<file path="src/rtl/counter_share_pkg.sv">
// Shared types and helpers for the counter-sharing arbiter.
package counter_share_pkg;

  // Upper bound on requesters; onehot() returns this many bits and callers slice.
  localparam int MAX_REQ = 8;

  typedef enum logic [1:0] {
    IDLE  = 2'd0,
    COUNT = 2'd1,
    DONE  = 2'd2
  } state_t;

  // One-hot vector with bit idx set; zero if idx falls outside 0..nreq-1.
  function automatic logic [MAX_REQ-1:0] onehot(input int idx, input int nreq);
    logic [MAX_REQ-1:0] v;
    v = '0;
    if (idx >= 0 && idx < nreq && idx < MAX_REQ) v[idx] = 1'b1;
    return v;
  endfunction

endpackage

</file>
<file path="src/rtl/down_counter.sv">
// Loadable down counter backing the shared delay timer.
module down_counter #(
  parameter int CW = 4
) (
  input  logic          clk,
  input  logic          reset,
  input  logic          load,
  input  logic [CW-1:0] load_val,
  input  logic          dec,
  input  logic          clr,
  output logic [CW-1:0] q,
  output logic          zero
);

  // Counter register: clear beats load, load beats decrement.
  always_ff @(posedge clk or posedge reset) begin
    if (reset)     q <= '0;
    else if (clr)  q <= '0;
    else if (load) q <= load_val;
    else if (dec)  q <= q - CW'(1);
  end

  assign zero = (q == '0);

endmodule

</file>
<file path="src/rtl/counter_share_arbiter.sv">
// Round-robin owner of a single shared down-counting delay timer.
module counter_share_arbiter
  import counter_share_pkg::*;
#(
  parameter int NREQ = 4,
  parameter int CW   = 4
) (
  input  logic              clk,
  input  logic              reset,
  input  logic [NREQ-1:0]   req,
  input  logic [NREQ*CW-1:0] len,
  output logic [NREQ-1:0]   gnt,
  output logic [NREQ-1:0]   done,
  output logic              busy,
  output logic [CW-1:0]     count
);

  localparam int IW = (NREQ > 1) ? $clog2(NREQ) : 1;

  state_t              state;
  logic [IW-1:0]       ptr;
  logic [IW-1:0]       winner;
  logic [IW-1:0]       pick;
  logic [IW-1:0]       ptr_next;
  logic                found;
  logic                abort;
  logic                load;
  logic                dec;
  logic                clr;
  logic                zero;
  logic [CW-1:0]       load_val;
  logic [MAX_REQ-1:0]  pick_oh;
  logic [MAX_REQ-1:0]  win_oh;

  // Round-robin search starting at ptr and wrapping past NREQ-1.
  always_comb begin
    int idx;
    found = 1'b0;
    pick  = '0;
    idx   = 0;
    for (int k = 0; k < NREQ; k++) begin
      idx = int'(ptr) + k;
      if (idx >= NREQ) idx = idx - NREQ;
      if (!found && req[idx]) begin
        found = 1'b1;
        pick  = IW'(idx);
      end
    end
  end

  // Delay length of the candidate winner; only consumed on the grant edge.
  always_comb begin
    load_val = '0;
    for (int i = 0; i < NREQ; i++) begin
      if (int'(pick) == i) load_val = len[i*CW +: CW];
    end
  end

  assign pick_oh  = onehot(int'(pick), NREQ);
  assign win_oh   = onehot(int'(winner), NREQ);
  assign abort    = !req[winner];
  assign ptr_next = (winner == IW'(NREQ - 1)) ? '0 : winner + IW'(1);

  assign load = (state == IDLE) && found;
  assign clr  = (state == COUNT) && abort;
  assign dec  = (state == COUNT) && !abort && !zero;

  down_counter #(.CW(CW)) u_cnt (
    .clk      (clk),
    .reset    (reset),
    .load     (load),
    .load_val (load_val),
    .dec      (dec),
    .clr      (clr),
    .q        (count),
    .zero     (zero)
  );

  // Arbiter FSM: grant, watch the shared count, pulse done, advance the pointer.
  always_ff @(posedge clk or posedge reset) begin
    if (reset) begin
      state  <= IDLE;
      ptr    <= '0;
      winner <= '0;
      gnt    <= '0;
      done   <= '0;
    end else begin
      case (state)
        IDLE: begin
          done <= '0;
          if (found) begin
            winner <= pick;
            gnt    <= pick_oh[NREQ-1:0];
            state  <= COUNT;
          end else begin
            gnt <= '0;
          end
        end
        COUNT: begin
          if (abort) begin
            gnt   <= '0;
            ptr   <= ptr_next;
            state <= IDLE;
          end else if (zero) begin
            done  <= win_oh[NREQ-1:0];
            state <= DONE;
          end
        end
        DONE: begin
          done  <= '0;
          gnt   <= '0;
          ptr   <= ptr_next;
          state <= IDLE;
        end
        default: begin
          gnt   <= '0;
          done  <= '0;
          state <= IDLE;
        end
      endcase
    end
  end

  assign busy = (state != IDLE);

endmodule

</file>
<file path="config.mk">
export PLATFORM = sky130hd
export DESIGN_NAME = counter_share_arbiter
export DESIGN_NICKNAME = d
export VERILOG_FILES = /design/src/rtl/counter_share_pkg.sv /design/src/rtl/down_counter.sv /design/src/rtl/counter_share_arbiter.sv
export SDC_FILE = /design/constraint.sdc
export NUM_CORES = 1
export LEC_CHECK = 0
export CORE_UTILIZATION = 35
export DETAILED_ROUTE_END_ITERATION = 6
export GPL_TIMING_DRIVEN = 0
export PLACE_DENSITY = 0.66
export SLEW_MARGIN = 0
export SYNTH_ARGS = -nofsm -noshare
export SYNTH_HDL_FRONTEND = slang
export SYNTH_SLANG_ARGS = --single-unit
</file>
<file path="constraint.sdc">
create_clock -name clk -period 2 [get_ports clk]
set_input_delay 0.4 -clock clk [delete_from_list [all_inputs] [get_ports clk]]
set_output_delay 0.4 -clock clk [all_outputs]
set_load 0.03 [all_outputs]
</file>
* Yosys cells after proc, flatten, opt, wreduce, memory -nomap -nowiden
Index checks and enable logic that the tools add are counted.
** Storage, ports and cells
- Latch bits :: 0
- Word-level logic and storage cells :: 113
- Register bits :: 18
- Bits in read-only memories :: 0
- Input port bits :: 22
- Memory bits (writable) :: 0
- Output and inout bits :: 13
- Memories kept :: 0
** Operators by class
- Shifts and indexed selects :: 0
- Multiply operators :: 0
- Add/sub/neg operators :: 9
- Mux-type cells :: 50
- Reductions and logical operators :: 24
- Magnitude comparators :: 13
- Bitwise operators :: 0
- Equal/unequal tests :: 11
- Div/mod/pow operators :: 0
** Operator list (number)
- $lt 32x4->1 const B :: 4
- $mux 32 :: 4
- $mux 4 :: 12
- $mux 2 :: 9
- $mux 1 :: 15
- $sub 3x3->4 const B :: 3
- $bmux 1 s2 :: 5
- $ge 3x3->1 const B :: 3
- $logic_and 1x1->1 :: 9
- $eq 2x2->1 const B :: 4
- $lt 2x4->1 const B :: 2
- $ne 2x2->1 const B :: 4
- $pmux 2 s2 :: 2
- $pmux 4 s2 :: 1
- $reduce_and 2->1 :: 4
- $add 2x2->3 const B :: 2
- $logic_not 1->1 :: 5
- $demux 1 s2 :: 2
- $eq 2x1->1 const B :: 2
- $ge 2x1->1 const B :: 2
- $logic_not 2->1 :: 2
- $logic_not 4->1 :: 1
- $reduce_bool 2->1 :: 2
- $sub 2x3->4 const B :: 1
- 7 further kinds :: 7

* Longest topological paths before layout
- Depth after elaboration :: 22
- Gate-level depth with buffers :: 8
- Gate-level depth less buffers :: 7

* Cells and area by module
A second synthesis with hierarchy kept.
** Unflattened totals
- Cell total of the unflattened synthesis :: 138
- Area, all modules :: 1297.5 um^2
** By module, submodules not included
- counter_share_arbiter :: instances 1, area each 1027.2 um^2, cells each 110, sequential area each 350.3 um^2
- down_counter :: instances 1, area each 270.3 um^2, cells each 28, sequential area each 100.1 um^2

* Worst setup path before layout
OpenSTA, ideal clock, no wires.
- Path type :: input -> register
- Start :: in req[3]
- End :: reg u_cnt.q[0]
- Arrival time :: 1.804 ns
- Library setup time :: 0.126 ns
- Data required time :: 1.874 ns
- Path buffers :: 1
- Setup slack :: 0.070 ns
- Stages on the path :: 6
- Path through :: buf_4 -> nor2_1 -> and4b_1 -> nor2_2 -> mux2_1 -> a221o_1
** Between the ends
- Longest elaborated chain between the ends :: 20
- Elaborated cells between the ends (all ways) :: 44
- Classes of those cells :: eq/ne: 3; mux: 28; reduce/logical: 13
** Ends and longest elaborated chain
- from (decl) :: line counter_share_arbiter.sv:10 : input logic [NREQ-1:0] req,
- $bmux 1 s2 :: line counter_share_arbiter.sv:44 : if (!found && req[idx]) begin
- $mux 1 (not written as such) (2 in series) :: line counter_share_arbiter.sv:44
- $mux 1 :: line counter_share_arbiter.sv:44
- $logic_not 1->1 :: line counter_share_arbiter.sv:44
- $logic_and 1x1->1 :: line counter_share_arbiter.sv:44
- $mux 1 :: line counter_share_arbiter.sv:44
- $logic_not 1->1 :: line counter_share_arbiter.sv:44
- $logic_and 1x1->1 :: line counter_share_arbiter.sv:44
- $mux 1 :: line counter_share_arbiter.sv:44
- $logic_not 1->1 :: line counter_share_arbiter.sv:44
- $logic_and 1x1->1 :: line counter_share_arbiter.sv:44
- $mux 2 :: line counter_share_arbiter.sv:44
- $logic_not 2->1 :: line counter_share_arbiter.sv:55 : if (int'(pick) == i) load_val = len[i*CW +: CW];
- $mux 4 (4 in series) :: line counter_share_arbiter.sv:55
- $mux 4 :: line down_counter.sv:19 : else if (load) q <= load_val;
- $mux 4 :: line down_counter.sv:18 : else if (clr) q <= '0;
- to (signal assigned) :: line down_counter.sv:19
- to (signal assigned) :: line down_counter.sv:20 : else if (dec) q <= q - CW'(1);
- to (decl) :: line down_counter.sv:11 : output logic [CW-1:0] q,
Several ways; a longest one is shown, not always the timed one. The select of a mux whose other input is x is not followed.
A chain may end at the register's enable or synchronous reset.

* Final worst setup path
- Start :: in req[2]
- End :: reg u_cnt.q[0]
The elaborated chain is that of the path after synthesis.

==> results.txt <==
----------------------------------------------------
[Outcome]
  Status ... complete, no violations

[Critical path]
  Worst Setup SP ... req[2]
  Arrival time of the worst setup path ... 2.07 ns
  Setup crit start kind ... input port
  Worst Path Max Fanout ... 4
  Crit path required time ... 2.14 ns
  Worst flop-to-flop path startpoint ... winner[1]
  Slack of the worst reg-to-reg path ... 0.12 ns
  Nature of the critical path endpoint ... flip-flop
  Crit Path Category ... in2reg

[Place]
  HPWL after detailed placement ... 2673 um
  Count of placed standard cells including taps ... 225
  Count of buffers from port buffering ... 32
  Routability congestion estimate ... 0.8304

[CTS]
  Clock latency of the later-clocked register in the worst-skew pair ... 0.25 ns
  Post-CTS clock slew at the launch and capture registers of the worst setup and hold paths ... 0.07 ns
  Number of clock sinks ... 18
  Maximum level of the CTS H-tree ... 1
  CTS tree ... built
  Maximum clock insertion buffer count ... 2
  Buffer type at the clock tree root ... sky130_fd_sc_hd__clkbuf_8
  CTS buffer count ... 3
  Cts hold-fix bufs ... 0

[Drt]
  Via count of the routed design ... 1247
  Via density ... 5.262
  Detailed router's first-iteration violation count ... 45
  Wire per inst ... 14.74 um
  Remaining routing DRC violations ... 0
  Post-detailed-routing wire length ... 3494 um
  ANT nets after route ... 0
  DR pass1 iterations ... 4

[Synth]
  Number of enable flip-flop cells after synthesis ... 0
  Synth top cells by count ... 18 x sky130_fd_sc_hd__dfrtp_1, 18 x sky130_fd_sc_hd__nand2_1, 9 x sky130_fd_sc_hd__o21ai_0
  Fraction of registers with async set/reset ... 1.000
  Sequential fraction of the synthesis area ... 0.3393
  Distinct cells, synth ... 43
  Flip-flop and latch count after synthesis ... 18
  Synth top area cells ... sky130_fd_sc_hd__dfrtp_1 34%, sky130_fd_sc_hd__ha_1 6.6%, sky130_fd_sc_hd__nand2_1 5.1%
  Prevailing post-synth register cell ... sky130_fd_sc_hd__dfrtp_1
  Yosys synthesis warning count ... 0
  Synthesized netlist cell count ... 145
  Post-synth top area share ... 0.3393
  Library cell occupying the most area in the post-synthesis netlist ... sky130_fd_sc_hd__dfrtp_1
  Cell area after synthesis ... 0.001328 mm^2
  Mean post-synth cell area ... 9.155 um^2
  Total nets after synthesis ... 174

[Timing]
  Number of hold-slack violations in the final timing report ... 0
  F_max ... 517.6 MHz
  Final count of pins violating max slew ... 0
  Worst rel slew slack ... 0.5473
  RSZ-0062 raised after global routing ... no
  Post-route fraction of the period consumed by the critical path ... 0.9661
  Final TNS setup ... 0 ns
  Count of final setup violators ... 0
  Post-route clock skew ... 0.0006292 ns
  Worst slack on hold paths ... 0.4759 ns
  Actual transition at the worst max-transition pin ... 0.6782 ns
  Shortest period the worst path allows ... 1.932 ns

[Floorplanning]
  Number of cell rows ... 22
  Vertical die dimension ... 63.59 um
  I/O pin cnt ... 35
  Area of the die ... 0.004043 mm^2
  Width of the die ... 63.59 um
  CORE AREA ... 0.003661 mm^2
  Initial core utilization ... 0.3626

[Power]
  Maximum resistive drop on vdd ... 0.4337 mV
  Total Power Consumption ... 0.002716 W
  Pleak ... 0.7888 nW
  Power density over the cells ... 1450 mW/mm^2

[Layout]
  Area growth from synthesis to layout ... 41.09%
  Fill cells ... 348
  Cell Count, Final, Fillers Out ... 237
  Number of nets in the final layout ... 219
  Ratio of cells with drive above 1 in the final layout ... 0.1905
  Diode insertion count for antenna repair ... 0

[GRT]
  Antenna violations before repair ... 0
  Aggregate global-route resource usage ... 0.1925
  Pin count of the biggest net entering global routing ... 19
  Wire length of the first global-routing pass ... 6030 um
  Number of global-route vias before repair ... 1274
  Aggregate global routing overflow ... 0

[Job]
  Number of max-capacitance violations reported ... 0

[Hold path]
  Startpoint of the lowest-slack hold path ... gnt[1]
  Class of the tightest hold or removal check ... reg2reg

----------------------------------------------------
## metrics by stage
stage	instance area [um^2]	setup slack, ns	util
4_1_cts	1826	0.06488	0.4986
6_report	1873	0.06785	0.5116
3_5_place_dp	1708	-0.6530	0.4665
5_1_grt	1873	0.008939	0.5116
3_3_place_gp	1708	-0.6260	0.4665
2_1_floorplan	1328	0.06979	-
## sequential cells by signal, summed over array words and instances (netlist names)
name / flops
ptr: 2
winner: 2
u_cnt.q: 4
done: 4
gnt: 4
state: 2
## timing repair
item,4_1_cts,5_1_grt
endpoints found under the setup margin,6,3
resized for setup,14,7
endpoints found under the hold margin,0,0
setup buffers,3,5
pin swaps,1,3
## cell families after synthesis
kind of cell / synth area share
compound gates: 0.2224
fa+ha+maj: 0.06597
buf+inv: 0.06315
flops: 0.3393
mux: 0.05089
simple gates: 0.2583
## report_power, final
group          internal (W)  leakage [nW]  switching, W  total [W]
clock network      0.000175        0.0288      0.000127   0.000302
registers          0.000510         0.232      0.000145   0.000654
logic              0.000803         0.528      0.000957    0.00176
## worst max-delay path, cell delays in order
cell and delay, ns:
sky130_fd_sc_hd__dlygate4sd2_1 0.28, sky130_fd_sc_hd__buf_6 0.13, sky130_fd_sc_hd__nor2b_4 0.12, sky130_fd_sc_hd__nor4_4 0.42, sky130_fd_sc_hd__nor2_4 0.11, sky130_fd_sc_hd__mux2_4 0.31, sky130_fd_sc_hd__a221o_1 0.30
## final cells by class
class / count / area (um^2) / share of cell area
Inverter: 8 / 30.03 / 0.01603
Clock buffer: 4 / 55.05 / 0.02939
Tap cell: 48 / 60.06 / 0.03206
Sequential cell: 18 / 451.7 / 0.2411
Multi-Input combinational cell: 112 / 834.6 / 0.4456
Buffer: 7 / 65.06 / 0.03474
Timing Repair Buffer: 40 / 376.6 / 0.2011
## metal layers
| layer | up-vias | GRT usage | share of wire |
|---|---|---|---|
| met1 | 585 | 0.2581 | 0.48 |
| met5 | - | 0 | 0 |
| li1 | 622 | - | - |
| met4 | 0 | 0.08523 | 0.017 |
| met2 | 36 | 0.3032 | 0.47 |
| met3 | 4 | 0.02899 | 0.040 |
## cell usage in the layout (no fill, tap or decap), types with 5 or more instances in the layout
master	Yosys	final
sky130_fd_sc_hd__buf_4	1	8
sky130_fd_sc_hd__nand3_1	8	8
sky130_fd_sc_hd__clkdlybuf4s50_1	0	29
sky130_fd_sc_hd__o21ai_0	9	8
sky130_fd_sc_hd__nor2_1	8	7
sky130_fd_sc_hd__nand2b_1	5	5
sky130_fd_sc_hd__ha_1	7	7
sky130_fd_sc_hd__inv_1	8	8
sky130_fd_sc_hd__nand2_1	18	18
sky130_fd_sc_hd__dfrtp_1	18	17
sky130_fd_sc_hd__buf_6	3	5
sky130_fd_sc_hd__nand4_1	5	5
sky130_fd_sc_hd__a21boi_0	6	6
## path summary, 6_finish.rpt
| path | endpoint | cells after the start |
|---|---|---|
| hold / removal | gnt[1] | 2 |
| setup / recovery | u_cnt.q[0] | 7 |
| setup reg to reg | u_cnt.q[2] | 6 |
| min in group asynchronous | gnt[2] | 2 |
| max in group asynchronous | winner[1] | 2 |
| hold reg to reg | gnt[1] | 2 |
Note: power is estimated with default switching activity, not from simulation.
